[config.mk]
export PLATFORM = sky130hd
export DESIGN_NAME = ibuf_fetch_ctrl
export DESIGN_NICKNAME = d
export VERILOG_FILES = /design/src/rtl/ibuf_fetch_ctrl.sv
export SDC_FILE = /design/constraint.sdc
export NUM_CORES = 1
export LEC_CHECK = 0
export BUFFER_PORTS_ARGS = -buffer_cell sky130_fd_sc_hd__buf_2
export CAP_MARGIN = 15
export CORE_ASPECT_RATIO = 0.5
export CORE_MARGIN = 5
export CORE_UTILIZATION = 50
export DETAILED_ROUTE_END_ITERATION = 7
export PLACE_DENSITY = 0.8
export REMOVE_ABC_BUFFERS = 1
export SLEW_MARGIN = 10
export SYNTH_ARGS = -nofsm -noshare
export SYNTH_HDL_FRONTEND = slang
export SYNTH_SLANG_ARGS = --single-unit
[constraint.sdc]
create_clock -name clk -period 9.06 [get_ports clk]
set_input_delay 0.453 -clock clk [delete_from_list [all_inputs] [get_ports clk]]
set_output_delay 0.453 -clock clk [all_outputs]
set_load 0.1 [all_outputs]
[src/rtl/ibuf_fetch_ctrl.sv]
// ---------------------------------------------------------------------------
// ibuf_fetch_ctrl
//
// Fetch sequencer for the four-slot instruction buffer in the F stage.
// It tracks which of the four 16-byte line slots hold valid, in-order fetch
// lines. Each cycle it issues up to two line requests, split across the even
// and odd I-cache banks, and raises per-slot load strobes on hits. It parks
// on a miss until the fill completes. A resteer flushes the buffer and
// re-targets fetch. Decode frees lines oldest-first.
//
// Ports:
//   clk              rising-edge clock
//   reset            synchronous, active-high; returns to IDLE and clears all state
//   resteer          pulse: flush the buffer and restart fetch at resteer_addr
//   resteer_addr     new fetch byte address (bits [3:0] are not used)
//   line_release     decode has consumed the oldest valid line
//   icache_req_e     request to the even bank
//   icache_addr_e    even-bank line address
//   icache_req_o     request to the odd bank
//   icache_addr_o    odd-bank line address
//   icache_hit_e     even-bank hit, in the same cycle as the request
//   icache_hit_o     odd-bank hit, in the same cycle as the request
//   icache_fill_done pulse: the outstanding miss has been filled
//   slot_ld          per-slot load strobe to the buffer data registers
//   slot_valid       registered per-slot valid bits
//   head_slot        slot that holds the oldest valid line
//   fetch_stall      high while the sequencer is in MISS or IDLE
// ---------------------------------------------------------------------------
module ibuf_fetch_ctrl #(
    parameter int ADDR_W = 32
) (
    input  logic              clk,
    input  logic              reset,
    input  logic              resteer,
    input  logic [ADDR_W-1:0] resteer_addr,
    input  logic              line_release,
    output logic              icache_req_e,
    output logic [ADDR_W-5:0] icache_addr_e,
    output logic              icache_req_o,
    output logic [ADDR_W-5:0] icache_addr_o,
    input  logic              icache_hit_e,
    input  logic              icache_hit_o,
    input  logic              icache_fill_done,
    output logic [3:0]        slot_ld,
    output logic [3:0]        slot_valid,
    output logic [1:0]        head_slot,
    output logic              fetch_stall
);

    localparam int LINE_W = ADDR_W - 4;

    typedef enum logic [1:0] {
        ST_IDLE  = 2'd0,
        ST_RUN   = 2'd1,
        ST_MISS  = 2'd2,
        ST_FLUSH = 2'd3
    } state_t;

    // One-hot slot mask, gated by an enable.
    function automatic logic [3:0] slot_mask(input logic [1:0] slot, input logic en);
        logic [3:0] m;
        if (en) begin
            m = 4'b0001 << slot;
        end else begin
            m = 4'b0000;
        end
        return m;
    endfunction

    // Architectural state
    state_t              state_r;
    logic [LINE_W-1:0]   flp_r;     // next line to fetch
    logic [1:0]          head_r;    // slot of the oldest valid line
    logic [2:0]          occ_r;     // occupancy, 0..4
    logic [3:0]          valid_r;

    // Next-state values
    state_t              state_nxt_s;
    logic [LINE_W-1:0]   flp_nxt_s;
    logic [1:0]          head_nxt_s;
    logic [2:0]          occ_nxt_s;
    logic [3:0]          valid_nxt_s;

    // Request / outcome decode
    logic [LINE_W-1:0]   line_a_s;
    logic [LINE_W-1:0]   line_b_s;
    logic                a_even_s;
    logic                req_a_s;
    logic                req_b_s;
    logic                hit_a_s;
    logic                hit_b_s;
    logic                ld_a_s;
    logic                ld_b_s;
    logic                rel_s;
    logic [3:0]          slot_ld_s;

    // The low byte-offset bits of the resteer address carry no meaning here.
    logic                unused_addr_bits_s;
    assign unused_addr_bits_s = ^resteer_addr[3:0];

    // Candidate lines A/B and their steering onto the even/odd banks.
    always_comb begin
        line_a_s = flp_r;
        line_b_s = flp_r + {{(LINE_W-1){1'b0}}, 1'b1};
        a_even_s = ~flp_r[0];
        req_a_s  = 1'b0;
        req_b_s  = 1'b0;
        if (state_r == ST_RUN) begin
            req_a_s = (occ_r < 3'd4);
            req_b_s = (occ_r < 3'd3);
        end else begin
            req_a_s = 1'b0;
            req_b_s = 1'b0;
        end
        // A and B are consecutive lines, so they always land on opposite banks.
        if (a_even_s) begin
            icache_req_e  = req_a_s;
            icache_addr_e = line_a_s;
            icache_req_o  = req_b_s;
            icache_addr_o = line_b_s;
            hit_a_s       = icache_hit_e;
            hit_b_s       = icache_hit_o;
        end else begin
            icache_req_e  = req_b_s;
            icache_addr_e = line_b_s;
            icache_req_o  = req_a_s;
            icache_addr_o = line_a_s;
            hit_a_s       = icache_hit_o;
            hit_b_s       = icache_hit_e;
        end
    end

    // Hit/miss outcome, FSM next state, and pointer/occupancy/valid updates.
    always_comb begin
        state_nxt_s = state_r;
        flp_nxt_s   = flp_r;
        head_nxt_s  = head_r;
        occ_nxt_s   = occ_r;
        valid_nxt_s = valid_r;
        ld_a_s      = 1'b0;
        ld_b_s      = 1'b0;
        rel_s       = 1'b0;
        slot_ld_s   = 4'b0000;

        if (resteer) begin
            // Resteer overrides loads, releases and any pending miss.
            state_nxt_s = ST_FLUSH;
            flp_nxt_s   = resteer_addr[ADDR_W-1:4];
            head_nxt_s  = resteer_addr[5:4];
            occ_nxt_s   = 3'd0;
            valid_nxt_s = 4'b0000;
        end else begin
            case (state_r)
                ST_IDLE: begin
                    state_nxt_s = ST_IDLE;
                end
                ST_RUN: begin
                    if (req_a_s) begin
                        if (hit_a_s) begin
                            ld_a_s = 1'b1;
                            if (req_b_s) begin
                                if (hit_b_s) begin
                                    ld_b_s = 1'b1;
                                end else begin
                                    state_nxt_s = ST_MISS;
                                end
                            end else begin
                                ld_b_s = 1'b0;
                            end
                        end else begin
                            // A B hit behind a missing A would load out of order.
                            state_nxt_s = ST_MISS;
                        end
                    end else begin
                        state_nxt_s = ST_RUN;
                    end
                end
                ST_MISS: begin
                    if (icache_fill_done) begin
                        state_nxt_s = ST_RUN;
                    end else begin
                        state_nxt_s = ST_MISS;
                    end
                end
                ST_FLUSH: begin
                    state_nxt_s = ST_RUN;
                end
                default: begin
                    state_nxt_s = ST_IDLE;
                end
            endcase

            rel_s       = line_release && (occ_r != 3'd0);
            slot_ld_s   = slot_mask(line_a_s[1:0], ld_a_s) | slot_mask(line_b_s[1:0], ld_b_s);
            flp_nxt_s   = flp_r + {{(LINE_W-1){1'b0}}, ld_a_s} + {{(LINE_W-1){1'b0}}, ld_b_s};
            head_nxt_s  = head_r + {1'b0, rel_s};
            occ_nxt_s   = occ_r + {2'b00, ld_a_s} + {2'b00, ld_b_s} - {2'b00, rel_s};
            // Loads target free slots only, so they never collide with the released head.
            valid_nxt_s = (valid_r & ~slot_mask(head_r, rel_s)) | slot_ld_s;
        end
    end

    // State register with synchronous reset.
    always_ff @(posedge clk) begin
        if (reset) begin
            state_r <= ST_IDLE;
            flp_r   <= {LINE_W{1'b0}};
            head_r  <= 2'd0;
            occ_r   <= 3'd0;
            valid_r <= 4'b0000;
        end else begin
            state_r <= state_nxt_s;
            flp_r   <= flp_nxt_s;
            head_r  <= head_nxt_s;
            occ_r   <= occ_nxt_s;
            valid_r <= valid_nxt_s;
        end
    end

    assign slot_ld     = slot_ld_s;
    assign slot_valid  = valid_r;
    assign head_slot   = head_r;
    assign fetch_stall = (state_r == ST_MISS) || (state_r == ST_IDLE);

endmodule

[Word-level counts from Yosys, hierarchy flattened]
Cells that the tools add are included.
W data, S select, Z words.
Operators by class
  reductions and logical operators: 6
  bitwise operators: 4
  equal/unequal tests: 5
  shift operators: 3
  add/sub/neg operators: 7
  mux-type cells: 34
  $lt $le $gt $ge: 2
Operator list (count)
  $mux W28: 3
  $add A28 B1 Y28: 2
  $add A28 B1 Y28 const B: 1
  $mux W4: 7
  $mux W1: 16
  $mux W2: 7
  $shl A1 B2 Y4 const A: 3
  $ne A5 B5 Y1 const B: 2
  $or A4 B4 Y4: 2
  $pmux W2 S4: 1
  $add A3 B1 Y3: 2
  $and A4 B4 Y4: 1
  $eq A2 B2 Y1 const B: 2
  $not A4 Y4: 1
  $lt A3 B2 Y1 const B: 1
  $lt A3 B3 Y1 const B: 1
  $reduce_bool A3 Y1: 1
  $sub A3 B1 Y3: 1
  $add A2 B1 Y2: 1
  $eq A2 B1 Y1 const B: 1
  $logic_not A2 Y1: 1
  $reduce_and A2 Y1: 1
  $reduce_or A2 Y1: 1
  $logic_and A1 B1 Y1: 1
  $logic_or A1 B1 Y1: 1
Storage, ports and cells
  output and inout port bits: 69
  input bits: 39
  flip-flop bits (word level): 39
  word-level logic and storage cells: 66

[Longest topological paths before layout]
Gate-level depths: netlist of run 1.
  word-level depth: 11
  gate-level depth with buffers: 15
  mapped depth without buffers: 14

[Worst setup path before layout of run 1]
No wires, ideal clock.
  kind: flip-flop to output port
  start point: register flp_r[0]
  end point: output icache_addr_e[27]
  buffers on the path: 2
  data arrival time: 3.076 ns
  path slack: 5.531 ns
  required time: 8.607 ns
  stages on the path, launching flop included: 8
  path through: dfxtp_1 > buf_4 > nand3_1 > or2_2 > clkbuf_1 > nor3_4 > nand3_1 > xnor2_1
On the way
  word-level cells in the longest chain between the ends: 2
RTL lines
  start, declared: RTL line 72  | logic [LINE_W-1:0] flp_r;
  start signal, assigned: RTL line 207  | flp_r <= {LINE_W{1'b0}};
  start signal, assigned: RTL line 213  | flp_r <= flp_nxt_s;
  $add A28 B1 Y28: RTL line 104  | line_b_s = flp_r + {{(LINE_W-1){1'b0}}, 1'b1};
  $mux W28 *: RTL line 116  | if (a_even_s) begin
  end, declared: RTL line 38  | output logic [ADDR_W-5:0] icache_addr_e,
Every way passes the cells marked *; elsewhere a longest branch is shown, timed or not.

[Worst setup path after layout of run 1]
  start point: register occ_r[2]
  end point: register flp_r[24]
On the way
  word-level cells in the longest chain between the ends: 9
  elaborated cells between the ends (all ways): 15
  classes of those cells: add/sub (2); order compare (2); mux (11)
RTL lines
  start, declared: RTL line 74  | logic [2:0] occ_r;
  start signal, assigned: RTL line 215  | occ_r <= occ_nxt_s;
  branches (longest 7 deep; another with $add A28 B1 Y28)
  $add A28 B1 Y28 *: RTL line 195  | flp_nxt_s = flp_r + {{(LINE_W-1){1'b0}}, ld_a_s} + {{(LINE_W-1){1'b0}}, ld_b_s};
  $mux W28 *: RTL line 145  | if (resteer) begin
Every way passes the cells marked *. The select of a mux whose other input is x is not followed.
A chain may end at the register's enable or synchronous reset.

==> out/results.env, run 1 <==
RUN_STATUS='complete, no violations'
SYNTHMUXAREASHARE_PCT=0.321
FIN_SETUP_TNS_NS=0
TIMING.CRITICAL_PATH.FANOUT_MAX=9
CLK_PIN_SLEW_NS=0.06
FINALHOLDWORSTSLACK_NS=0.420
WORST_SLEW_MARGIN_REL_PCT=56.0
VIASPERCELL=5.24
WORST_SKEW_PAIR.LATE_LATENCY_NS=0.28
PARITY_GATE_SHARE_OF_THE_SYNTHESIZED_AREA_COUNTING_XOR_AND_XNOR_CELLS_PCT=18.5
TOTAL_OF_FLIP_FLOPS_PLUS_LATCHES_AFTER_SYNTHESIS=39
CTS_TREE='built'
DRT_ITER0_DRC=176
TIMING_MAX_TRANSITION_VIOLATIONS_FINAL=0
FP.DIEAREA_UM2=8010
SYNTH_COMPOUND_GATE_AREA_SHARE_PCT=12.2
CTS-RESIZED-GATES=0
YS_WARN_COUNT=0
RSZ_0062_RAISED_AFTER_GLOBAL_ROUTING='no'
CLOCK-ROOT-BUFFER='clkbuf_16'
PIN_COUNT=108
VIA_COUNT_OF_THE_FIRST_GLOBAL_ROUTING_PASS=2787
GLOBAL_ROUTE_WIRE_LENGTH_BEFORE_REPAIR_UM=12800
CTS-HOLD-FIX-BUFFERS=0
FIN_WS_NS=5.67
SYNTH_TOP_FAMILY_BY_AREA='simple AND/OR/NAND/NOR gates'
SYNTH_EDF_COUNT=0
INITIAL_CORE_UTIL_PCT=51.5
CAP_VIOLATIONS=0
CP-START-KIND='register'
SEQ_TOTAL_AREA_YOSYS_PCT=25.1
CELLLEAKAGEPOWER_nW=1.58
ANTENNA_FOUND_INITIAL=0
FIRSTDRTPASSITERS=4
SYNTH_FF_TYPE='dfxtp_1'
LAYOUT_WORST_PATH_CYCLE_SHARE_PCT=37.5
VDD_DROP_MAX_mV=0.0644
YOSYS.CELL_TYPES.COUNT=49
CLOCK_SINKS=39
NUMCTSBUFFERS=5
FLOORPLAN.ROWS=20
FIN_WORST_SKEW_NS=0.00546
SYNTH_FA_HA_AREA_SHARE_PCT=5.06
SETUP_VIOL_COUNT_FINAL=0
FP.COREAREA_UM2=6060
POST_SYNTH.CELL_AREA_AVG_UM2=7.55
SYN-INSTANCE-COUNT=413
VIA_TOTAL_AFTER_DETAILED_ROUTING=2929
IO_BUFFER_COUNT=101
AREAGROWTHSYNTHTOFINISH_PCT=16.9
POSTROUTEANTENNANETS=0
PLACE.GP.CONGESTION=0.896
DIE_X_UM=122
FILLERINSTANCES=577
GLOBALROUTETOTALUTIL_PCT=19.8
DIODES=0
POWER_DENSITY_nW_PER_UM2=165
PRE_CTS_SLACK_NS=5.77
MAX-CLOCK-PATH-BUFFERS=2
CRIT_PATH_END_KIND='register'
TIMING.SETUP.CRITICAL_PATH_CLASS='register to register'
FMAX_GHz=0.295
WORST-ENDPOINT-REQUIRED_NS=9.20
POST-ROUTE-DRC-COUNT=0
HPWL_UM=6070
FLOORPLAN.DIE.HEIGHT_UM=65.8
GR-TOTAL-OVERFLOW=0
FINAL.MIN_CLOCK_PERIOD_NS=3.39
HP-CLASS='primary input to register'
CTS.HTREE.LEVELS=2
TIGHTEST_SLEW_NS=0.661
FINAL-HOLD-VIOLATION-COUNT=0
DRT-TOTAL-WL_UM=7990
ROUTEDWLPERCELL_UM=14.3
GRT_START_MAX_NET_PINS=34
POST_SYNTH_AND_OR_NAND_NOR_AREA_FRACTION_PCT=28.8
DRIVE_GT1_SHARE_PCT=26.5
POSTCTSSETUPREPAIRBUFS=0
SHARE_OF_SYNTHESIZED_REGISTERS_CARRYING_AN_ASYNC_SET_OR_RESET_PCT=0
SYNTH.CELL_AREA_UM2=3120
WORST-ENDPOINT-ARRIVAL_NS=3.53
NUM-NETS-FINAL=521
## path summary, 6_finish.rpt
check / startpoint / end / slack [ns] / cells past startpoint
max: occ_r[2] / flp_r[24] / 5.67 / 13
min: resteer_addr[14] / flp_r[10] / 0.42 / 3
max reg2reg: occ_r[2] / flp_r[24] / 5.67 / 13
min reg2reg: slot_valid[1] / slot_valid[1] / 0.48 / 2
## per-stage QoR
stage,util [%],area [um2],power [mW],instances
floorplan,-,2880,0.390,361
global placement,57.8,3500,0.429,551
detailed placement,57.8,3500,0.431,551
CTS,60.2,3640,0.604,559
global route,60.2,3640,0.624,559
finish,60.2,3640,0.601,559
## routing by layer
layer	share of wire (%)	global-route usage, %	wire length, um	vias to the layer above
li1	-	-	-	1484
met1	44	25.3	3540	1341
met2	48	34.8	3820	95
met3	6.8	3.76	546	9
met4	1.0	4.75	80	0
met5	0	0	0	-
## report_power, final
group	switching, mW	internal, mW
Combinational	0.180	0.0425
Sequential	0.0222	0.183
Clock	0.0714	0.101
## registers in the layout, indices dropped and copies added, names as in the netlist
name,cells
flp_r,28
head_slot,2
occ_r,3
slot_valid,4
state_r,2
## final cells by class
cell class                 instances  area (um2)  area share (%)
sequential                        39         781            21.4
multi-input combinational        306        2030            55.8
tap                               88         110            3.02
clock buffer                       5         125            3.43
timing repair buffer             102         513            14.1
clock inverter                     3        20.0           0.549
inverter                          16        61.3            1.68
## cell usage in the layout (no fill, tap or decap), types with 2 or more instances in the layout
| master | Yosys | final |
|---|---|---|
| a211oi_1 | 18 | 18 |
| a21oi_1 | 15 | 15 |
| a22oi_1 | 4 | 4 |
| a311oi_1 | 3 | 3 |
| and3_1 | 5 | 5 |
| and4_1 | 3 | 3 |
| buf_2 | 11 | 101 |
| clkbuf_16 | 0 | 5 |
| clkinv_2 | 1 | 2 |
| clkinvlp_4 | 0 | 2 |
| conb_1 | 2 | 2 |
| dfxtp_1 | 39 | 39 |
| ha_1 | 11 | 11 |
| inv_1 | 14 | 14 |
| nand2_1 | 44 | 44 |
| nand2b_1 | 2 | 2 |
| nand3_1 | 20 | 20 |
| nand4_1 | 11 | 11 |
| nand4_2 | 3 | 3 |
| nor2_1 | 47 | 47 |
| nor2b_1 | 2 | 2 |
| nor3_1 | 10 | 10 |
| nor3_4 | 2 | 2 |
| nor4_1 | 5 | 5 |
| o21ai_0 | 8 | 8 |
| o31a_1 | 2 | 2 |
| or2_2 | 3 | 3 |
| or3_1 | 4 | 4 |
| xnor2_1 | 36 | 36 |
| xor2_1 | 30 | 30 |
## critical path, stage by stage (launching register included)
cell      delay, ns
dfxtp_1        0.42
inv_1          0.07
ha_1           0.17
nand2_1        0.18
and3_1         0.37
xnor2_1        0.11
ha_1           0.22
a41oi_4        0.32
clkinv_2       0.27
ha_1           0.33
and2_0         0.33
nand4_1        0.19
xor2_1         0.18
a211oi_1       0.09
## cell usage after synthesis (3+ instances only)
cell / count / area share (%)
nor2_1: 47 / 5.7
nand2_1: 44 / 5.3
dfxtp_1: 39 / 25
xnor2_1: 36 / 10
clkbuf_1: 32 / 3.9
xor2_1: 30 / 8.4
nand3_1: 20 / 3.2
a211oi_1: 18 / 4.3
a21oi_1: 15 / 2.4
inv_1: 14 / 1.7
buf_2: 11 / 1.8
ha_1: 11 / 4.4
nand4_1: 11 / 2.2
nor3_1: 10 / 1.6
o21ai_0: 8 / 1.3
buf_4: 6 / 1.4
and3_1: 5 / 1.0
nor4_1: 5 / 1.0
a22oi_1: 4 / 0.96
or3_1: 4 / 0.80
a311oi_1: 3 / 0.84
and4_1: 3 / 0.84
nand4_2: 3 / 1.2
or2_2: 3 / 0.60
## kinds of logic after synthesis
| kind of cell | count (synthesis) |
|---|---|
| adders and majority gates | 12 |
| buffers and inverters | 68 |
| other | 2 |
| DFF | 39 |
| xor gates and xnor gates | 66 |
| muxes | 1 |
| AOI/OAI and AO/OA | 55 |
| and+or+nand+nor | 170 |
Power figures use the tool's default switching activity.
==> inputs of run 2 (changes only) <==
--- a/config.mk
+++ b/config.mk
@@ -9,9 +9,9 @@
 export CAP_MARGIN = 15
 export CORE_ASPECT_RATIO = 0.5
 export CORE_MARGIN = 5
-export CORE_UTILIZATION = 50
+export CORE_UTILIZATION = 46
 export DETAILED_ROUTE_END_ITERATION = 7
-export PLACE_DENSITY = 0.8
+export PLACE_DENSITY = 0.77
 export REMOVE_ABC_BUFFERS = 1
 export SLEW_MARGIN = 10
 export SYNTH_ARGS = -nofsm -noshare
==> constraint.sdc (replaced) <==
create_clock -name clk -period 2.93 [get_ports clk]
set_input_delay 0.1465 -clock clk [delete_from_list [all_inputs] [get_ports clk]]
set_output_delay 0.1465 -clock clk [all_outputs]
set_load 0.1 [all_outputs]
==> run 2 against run 1 <==
Clock skew fell by 0.00091 ns. Sequential share of layout area decreased by 0.72 points. Sequential cell count is the same. Combinational power grew to 3.2 times the previous value. Register-to-register slack got worse by 5.4 ns. Clock power grew to 4.1 times the previous value. Routed wire length increased by 3.2%. Final area rose by 3.5%. Via count increased by 2.9%. Clock-buffer cell count unchanged. Power rose to 3.4 times the previous value. Critical path depth fell by 7. Critical endpoint is now icache_addr_e[15]. Largest power group is now the clock network. Highest routed layer unchanged.
==> out/results.env, run 2 (synthesis results as in run 1) <==
POST-LAYOUT-TOTAL-POWER_mW=2.05  # +240%
CELL_DEPTH_OF_THE_WORST_FLOP_TO_FLOP_PATH=11  # -2
TIMING.SETUP.CRITICAL_PATH_CLASS='register to primary output'
DRT-TOTAL-WL_UM=8240  # +3.2%
TIGHTEST_SLEW_NS=0.674  # +0.0137 ns
CP.DEPTH=6  # -7
FLOORPLAN.DIE.HEIGHT_UM=68.2  # +3.6%
GLOBALROUTETOTALUTIL_PCT=18.4  # -1.4 points
SEQ_AREA_UM2=781  # unchanged
WORST_SETUP_PATH_STARTPOINT='flp_r[1]'
IO_BUFFER_COUNT=101  # unchanged
WORST_PATH_SLOWEST_CELL='dfxtp_1'
WORST-ENDPOINT-REQUIRED_NS=2.78  # -6.42 ns
REG2REG_SLACK_NS=0.23  # -5.44 ns
CRIT_PATH_END_KIND='primary output'
CELLLEAKAGEPOWER_nW=1.65  # +4.4%
VIA_COUNT_OF_THE_FIRST_GLOBAL_ROUTING_PASS=2703  # -3.0%
WORST_SKEW_PAIR.LATE_LATENCY_NS=0.28  # about the same
NUM-NETS-FINAL=529  # +1.5%
REGMOSTFLOPS='flp_r'
FINAL.MIN_CLOCK_PERIOD_NS=2.71
WORST_PATH_DOMINANT_CELL_FAMILY='simple AND/OR/NAND/NOR gates'
GR-TOTAL-OVERFLOW=0  # unchanged
POSTROUTEANTENNANETS=0  # unchanged
TIMING.CRITICAL_PATH.FANOUT_MAX=8  # -1
WORST-ENDPOINT-ARRIVAL_NS=2.56  # -0.97 ns
CAP_VIOLATIONS=0  # unchanged
FMAX_GHz=0.369
DRIVE_GT1_SHARE_PCT=28.0  # +1.4 points
GRT_START_MAX_NET_PINS=34  # unchanged
RSZ_0062_RAISED_AFTER_GLOBAL_ROUTING='no'
GLOBAL_ROUTE_WIRE_LENGTH_BEFORE_REPAIR_UM=12900  # +0.32%
WORSTPATHCELLLIST='nand3_1 > or2_2 > nor3_4 > and3_1 > xor2_1 > buf_2'
ANTENNA_FOUND_INITIAL=0  # unchanged
SOURCE_OF_THE_WORST_REGISTER_TO_REGISTER_TIMING_PATH='state_r[0]'
WORST_SLEW_MARGIN_REL_PCT=55.0  # -0.91 points
FP.COREAREA_UM2=6620  # +9.3%
POSTCTSSETUPREPAIRBUFS=0  # unchanged
CRIT_PATH_MAX_INCR_DELAY_NS=0.52  # +0.10 ns
AREAGROWTHSYNTHTOFINISH_PCT=21.0
HPWL_UM=6290  # +3.5%
HP-START='resteer_addr[14]'
DIE_X_UM=126  # +3.9%
SETUP_VIOL_COUNT_FINAL=0  # unchanged
POST-ROUTE-CELL-AREA_UM2=3770  # +3.5%
MULTI_INPUT_COMB_AREA_UM2=2030  # about the same
INITIAL_CORE_UTIL_PCT=47.1  # -4.4 points
TIMING_MAX_TRANSITION_VIOLATIONS_FINAL=0  # unchanged
LAYOUT_WORST_PATH_CYCLE_SHARE_PCT=92.4
FIN_SETUP_TNS_NS=0  # unchanged
POWER_DENSITY_nW_PER_UM2=543  # +230%
VDD_DROP_MAX_mV=0.218  # +240%
MOSTFREQUENTLAYOUTCELLS='buf_2, nor2_1, nand2_1'
FINAL_COMMON_CELL='buf_2'
FINALHOLDWORSTSLACK_NS=0.112  # -0.308 ns
FIRSTDRTPASSITERS=4  # unchanged
CTS.HTREE.LEVELS=2  # unchanged
PLACE.GP.CONGESTION=0.848  # -5.3%
CRITICAL_PATH.REG2REG.ENDPOINT='occ_r[2]'
VIA_TOTAL_AFTER_DETAILED_ROUTING=3014  # +2.9%
CLOCK_SINKS=39  # unchanged
FILLERINSTANCES=645  # +12%
POST-ROUTE-DRC-COUNT=0  # unchanged
DRT_ITER0_DRC=202  # +15%
SETUP.WORST_PATH.END='icache_addr_e[15]'
FP.DIEAREA_UM2=8620  # +7.7%
CLOCK-ROOT-BUFFER='clkbuf_16'
LARGEST_REGISTER_FFS=28  # unchanged
MAX-CLOCK-PATH-BUFFERS=2  # unchanged
CLK_PIN_SLEW_NS=0.06  # about the same
FINAL-HOLD-VIOLATION-COUNT=0  # unchanged
NUMCTSBUFFERS=5  # unchanged
DIODES=0  # unchanged
RUN_STATUS='complete, no violations'
TIMING.CRITICAL_PATH.BUF_INV=1  # -1
PIN_COUNT=108  # unchanged
HP-CLASS='primary input to register'
CTS_TREE='built'
VIASPERCELL=5.28  # +0.74%
FIN_WORST_SKEW_NS=0.00455  # -0.000909 ns
CP-START-KIND='register'
PLACE_AREA_UM2=3580  # +2.2%
FLOORPLAN.ROWS=21  # +5.0%
ROUTEDWLPERCELL_UM=14.4  # +1.1%
==> run 2: cell count changes in the layout (fill, tap and decap cells not counted) <==
cell        previous run  this run
bufinv_16              0         2
buf_4                  1         8
clkinvlp_4             2         1
clkinv_2               2         1
and2_2                 0         1
and2_0                 1         0
buf_12                 0         1
==> run 2: layer usage <==
metal | vias to the layer above | track usage, % | wire, um
li1 | 1501 | - | -
met1 | 1420 | 23.9 | 3790
met2 | 84 | 31.8 | 3880
met3 | 9 | 4.05 | 487
met4 | 0 | 4.28 | 79
met5 | - | 0 | 0
==> run 2: metrics by stage <==
step | util (%) | setup WS [ns] | instances
after global placement | 54.0 | 0.260 | 563
after CTS | 56.9 | 0.145 | 571
after detailed placement | 54.0 | 0.216 | 563
after global routing | 56.9 | 0.0718 | 571
final | 56.9 | 0.221 | 571
after floorplan | - | -0.916 | 361
==> run 2: cell type report <==
class | instances | share of cell area, %
Clock buffer | 5 | 3.32
Clock inverter | 3 | 1.79
Timing Repair Buffer | 110 | 15.5
Multi-Input combinational cell | 306 | 54.0
Tap cell | 92 | 3.05
Sequential cell | 39 | 20.7
Inverter | 16 | 1.63
==> run 2: power by group <==
part,total [mW],leakage [nW],internal (mW),switching [mW]
registers,0.629,0.322,0.564,0.0648
logic,0.706,1.24,0.140,0.566
clock network,0.710,0.0900,0.488,0.223
total,2.05,1.65,1.19,0.854
==> run 2: what timing repair did <==
action	in CTS	in global routing
gates resized for setup	0	2
hold buffers	0	0
endpoints found under the setup margin	0	6
hold endpoints to repair	0	0
==> run 2: worst min-delay path by stage <==
stage	cells past startpoint	slack, ns	to
finish	3	0.11	flp_r[10]
CTS	3	0.11	flp_r[10]
detailed placement	3	0.41	flp_r[10]
global route	3	0.12	flp_r[10]
floorplan	1	0.22	flp_r[0]
global placement	3	0.40	flp_r[4]
==> run 2: worst register-to-register path: stages (launching register included) <==
cell	delay (ns)
dfxtp_1	0.38
nor3b_4	0.34
nor2b_1	0.25
buf_4	0.17
inv_1	0.04
ha_1	0.31
xnor2_1	0.14
ha_1	0.18
a21o_1	0.17
fa_1	0.37
xnor2_1	0.17
nor2_1	0.06
==> inputs of run 3 (changes only) <==
==> constraint.sdc (replaced) <==
create_clock -name clk -period 2.2 [get_ports clk]
set_input_delay 0.11 -clock clk [delete_from_list [all_inputs] [get_ports clk]]
set_output_delay 0.11 -clock clk [all_outputs]
set_load 0.1 [all_outputs]
==> run 3 against run 2 <==
Worst setup slack worse by 0.42 ns. Final cell count up 8.9%. Critical path type is now register to register. Routed wire length is 55% higher. Clock-buffer cell count increased by 1. Non-clock buffer count grew 51. Global-route usage rose by 6.8 points. Hold slack got worse by 0.032 ns. First-iteration DRC count is 74% higher. Core utilization rose by 24 points. The run now ends with negative setup slack left.
==> out/results.env, run 3 (synthesis results as in run 1) <==
LARGEST_REGISTER_FFS=28  # unchanged
HP-CLASS='primary input to register'
CLK_PIN_SLEW_NS=0.06  # about the same
ANTENNA_FOUND_INITIAL=0  # unchanged
VIASPERCELL=5.80  # +9.9%
POWER_DENSITY_nW_PER_UM2=565  # +4.1%
RUN_STATUS='finished, violations left'
FMAX_GHz=0.418
VIA_TOTAL_AFTER_DETAILED_ROUTING=3608  # +20%
AREAGROWTHSYNTHTOFINISH_PCT=71.6
TIMING.SETUP.CRITICAL_PATH_CLASS='register to register'
FIN_WORST_SKEW_NS=0.00550  # +0.000951 ns
FINAL.MIN_CLOCK_PERIOD_NS=2.39
MOSTFREQUENTLAYOUTCELLS='buf_2, buf_4, nor2_1'
WORST_SKEW_PAIR.LATE_LATENCY_NS=0.30  # +0.02 ns
FIN_WS_NS=-0.194  # -0.415 ns
SETUP.WORST_PATH.END='flp_r[14]'
WORST_SLEW_MARGIN_REL_PCT=60.7  # +5.7 points
WORST-ENDPOINT-ARRIVAL_NS=2.61  # +0.05 ns
CRITICAL_PATH.REG2REG.ENDPOINT='flp_r[14]'
VDD_DROP_MAX_mV=0.373  # +71%
FINAL-HOLD-VIOLATION-COUNT=0  # unchanged
CELL_DEPTH_OF_THE_WORST_FLOP_TO_FLOP_PATH=12  # +1
DRT-TOTAL-WL_UM=12800  # +55%
CELLLEAKAGEPOWER_nW=2.29  # +39%
CTS-HOLD-FIX-BUFFERS=0  # unchanged
ROUTEDWLPERCELL_UM=20.5  # +42%
FP.DIEAREA_UM2=8620  # unchanged
RSZ_0062_RAISED_AFTER_GLOBAL_ROUTING='yes'
LAYOUT_WORST_PATH_CYCLE_SHARE_PCT=109
INITIAL_CORE_UTIL_PCT=47.1  # unchanged
POST-ROUTE-DRC-COUNT=0  # unchanged
FLOORPLAN.DIE.HEIGHT_UM=68.2  # unchanged
TIMING_MAX_TRANSITION_VIOLATIONS_FINAL=0  # unchanged
VIA_COUNT_OF_THE_FIRST_GLOBAL_ROUTING_PASS=3463  # +28%
GR-TOTAL-OVERFLOW=0  # unchanged
IO_BUFFER_COUNT=101  # unchanged
CRIT_PATH_END_KIND='register'
REGMOSTFLOPS='flp_r'
FINAL_COMMON_CELL='buf_2'
NUMCTSBUFFERS=5  # unchanged
FP.COREAREA_UM2=6620  # unchanged
WORST-ENDPOINT-REQUIRED_NS=2.41  # -0.37 ns
REG2REG_SLACK_NS=-0.19  # -0.42 ns
SETUP_VIOL_COUNT_FINAL=26  # +26
DIODES=0  # unchanged
DRIVE_GT1_SHARE_PCT=53.2  # +25 points
CAP_VIOLATIONS=0  # unchanged
VIOLATIONS='negative setup slack'
CLOCK-ROOT-BUFFER='clkbuf_16'
NUM-NETS-FINAL=580  # +9.6%
DRT_ITER0_DRC=352  # +74%
FIRSTDRTPASSITERS=6  # +2
GLOBALROUTETOTALUTIL_PCT=25.2  # +6.8 points
TIMING.CRITICAL_PATH.FANOUT_MAX=4  # -4
GRT_START_MAX_NET_PINS=51  # +50%
FLOORPLAN.ROWS=21  # unchanged
FIN_SETUP_TNS_NS=-1.33  # -1.33 ns
DIE_X_UM=126  # unchanged
CP-START-KIND='register'
GLOBAL_ROUTE_WIRE_LENGTH_BEFORE_REPAIR_UM=17200  # +34%
CLOCK_SINKS=39  # unchanged
MAX-CLOCK-PATH-BUFFERS=2  # unchanged
WORST_SETUP_PATH_STARTPOINT='occ_r[2]'
FILLERINSTANCES=347  # -46%
CTS_TREE='built'
TIGHTEST_SLEW_NS=0.590  # -0.0849 ns
PIN_COUNT=108  # unchanged
SOURCE_OF_THE_WORST_REGISTER_TO_REGISTER_TIMING_PATH='occ_r[2]'
CTS.HTREE.LEVELS=2  # unchanged
PLACE.GP.CONGESTION=0.924  # +8.9%
POSTROUTEANTENNANETS=0  # unchanged
POST-LAYOUT-TOTAL-POWER_mW=3.02  # +48%
HPWL_UM=7440  # +18%
[run 3: cell types whose count changed in the layout (fill, tap and decap cells not counted), sizes merged]
cell	previous run	this run
buf	110	160
clkbuf	5	7
bufinv	2	1
[run 3: worst min-delay path by stage]
stage	from	endpoint	slack [ns]	depth (start not counted)
after detailed placement	resteer_addr[8]	flp_r[4]	0.37	3
final	resteer_addr[6]	flp_r[2]	0.08	3
after CTS	resteer_addr[10]	flp_r[6]	0.08	3
after global placement	resteer_addr[8]	flp_r[4]	0.37	3
after floorplan	reset	flp_r[0]	0.18	1
after global routing	resteer_addr[10]	flp_r[6]	0.1	3
[run 3: per-layer routing]
metal	track usage, %	wire length, um	vias up
met5	0	0	-
met4	10.0	560	0
met3	6.31	1060	67
met2	46.3	6290	250
met1	28.9	4850	1697
li1	-	-	1594
[run 3: where the power goes]
group,internal (mW),leakage [nW],switching (mW)
sequential,0.754,0.327,0.0726
clock,0.564,0.0868,0.313
combinational,0.424,1.88,0.893
[run 3: metrics by stage]
stage               cells  setup WS (ns)  instance area, um2  util, %  hold slack [ns]
floorplan             361          -1.61                2880        -            0.179
global placement      605         -0.276                4480     67.6            0.368
detailed placement    605         -0.427                4480     67.6            0.370
CTS                   616         -0.130                4950     74.7           0.0792
global route          622         -0.277                5350     80.8           0.0951
finish                622         -0.194                5350     80.8           0.0796
[run 3: critical path, cell delays in order, from the launching register on]
cell,delay (ns)
dfxtp_4,0.36
nor3b_4,0.22
buf_4,0.15
nor2b_4,0.16
buf_6,0.12
ha_4,0.13
a41oi_4,0.04
inv_4,0.10
ha_4,0.14
buf_6,0.13
nand3_4,0.10
or3_1,0.41
a311oi_2,0.26
[run 3: cell type report]
cell class | count | area (um2) | area share [%]
Multi-Input combinational cell | 306 | 2600 | 48.5
Clock buffer | 6 | 139 | 2.60
Sequential cell | 39 | 801 | 15.0
Tap cell | 92 | 115 | 2.15
Clock inverter | 2 | 35.0 | 0.655
Inverter | 16 | 66.3 | 1.24
Timing Repair Buffer | 161 | 1600 | 29.8
[run 3: timing repair]
item	in CTS	in global routing
cloned	0	0
setup buffers	3	6
endpoints found under the setup margin	48	52
resized for setup	60	74
pin swaps	23	53
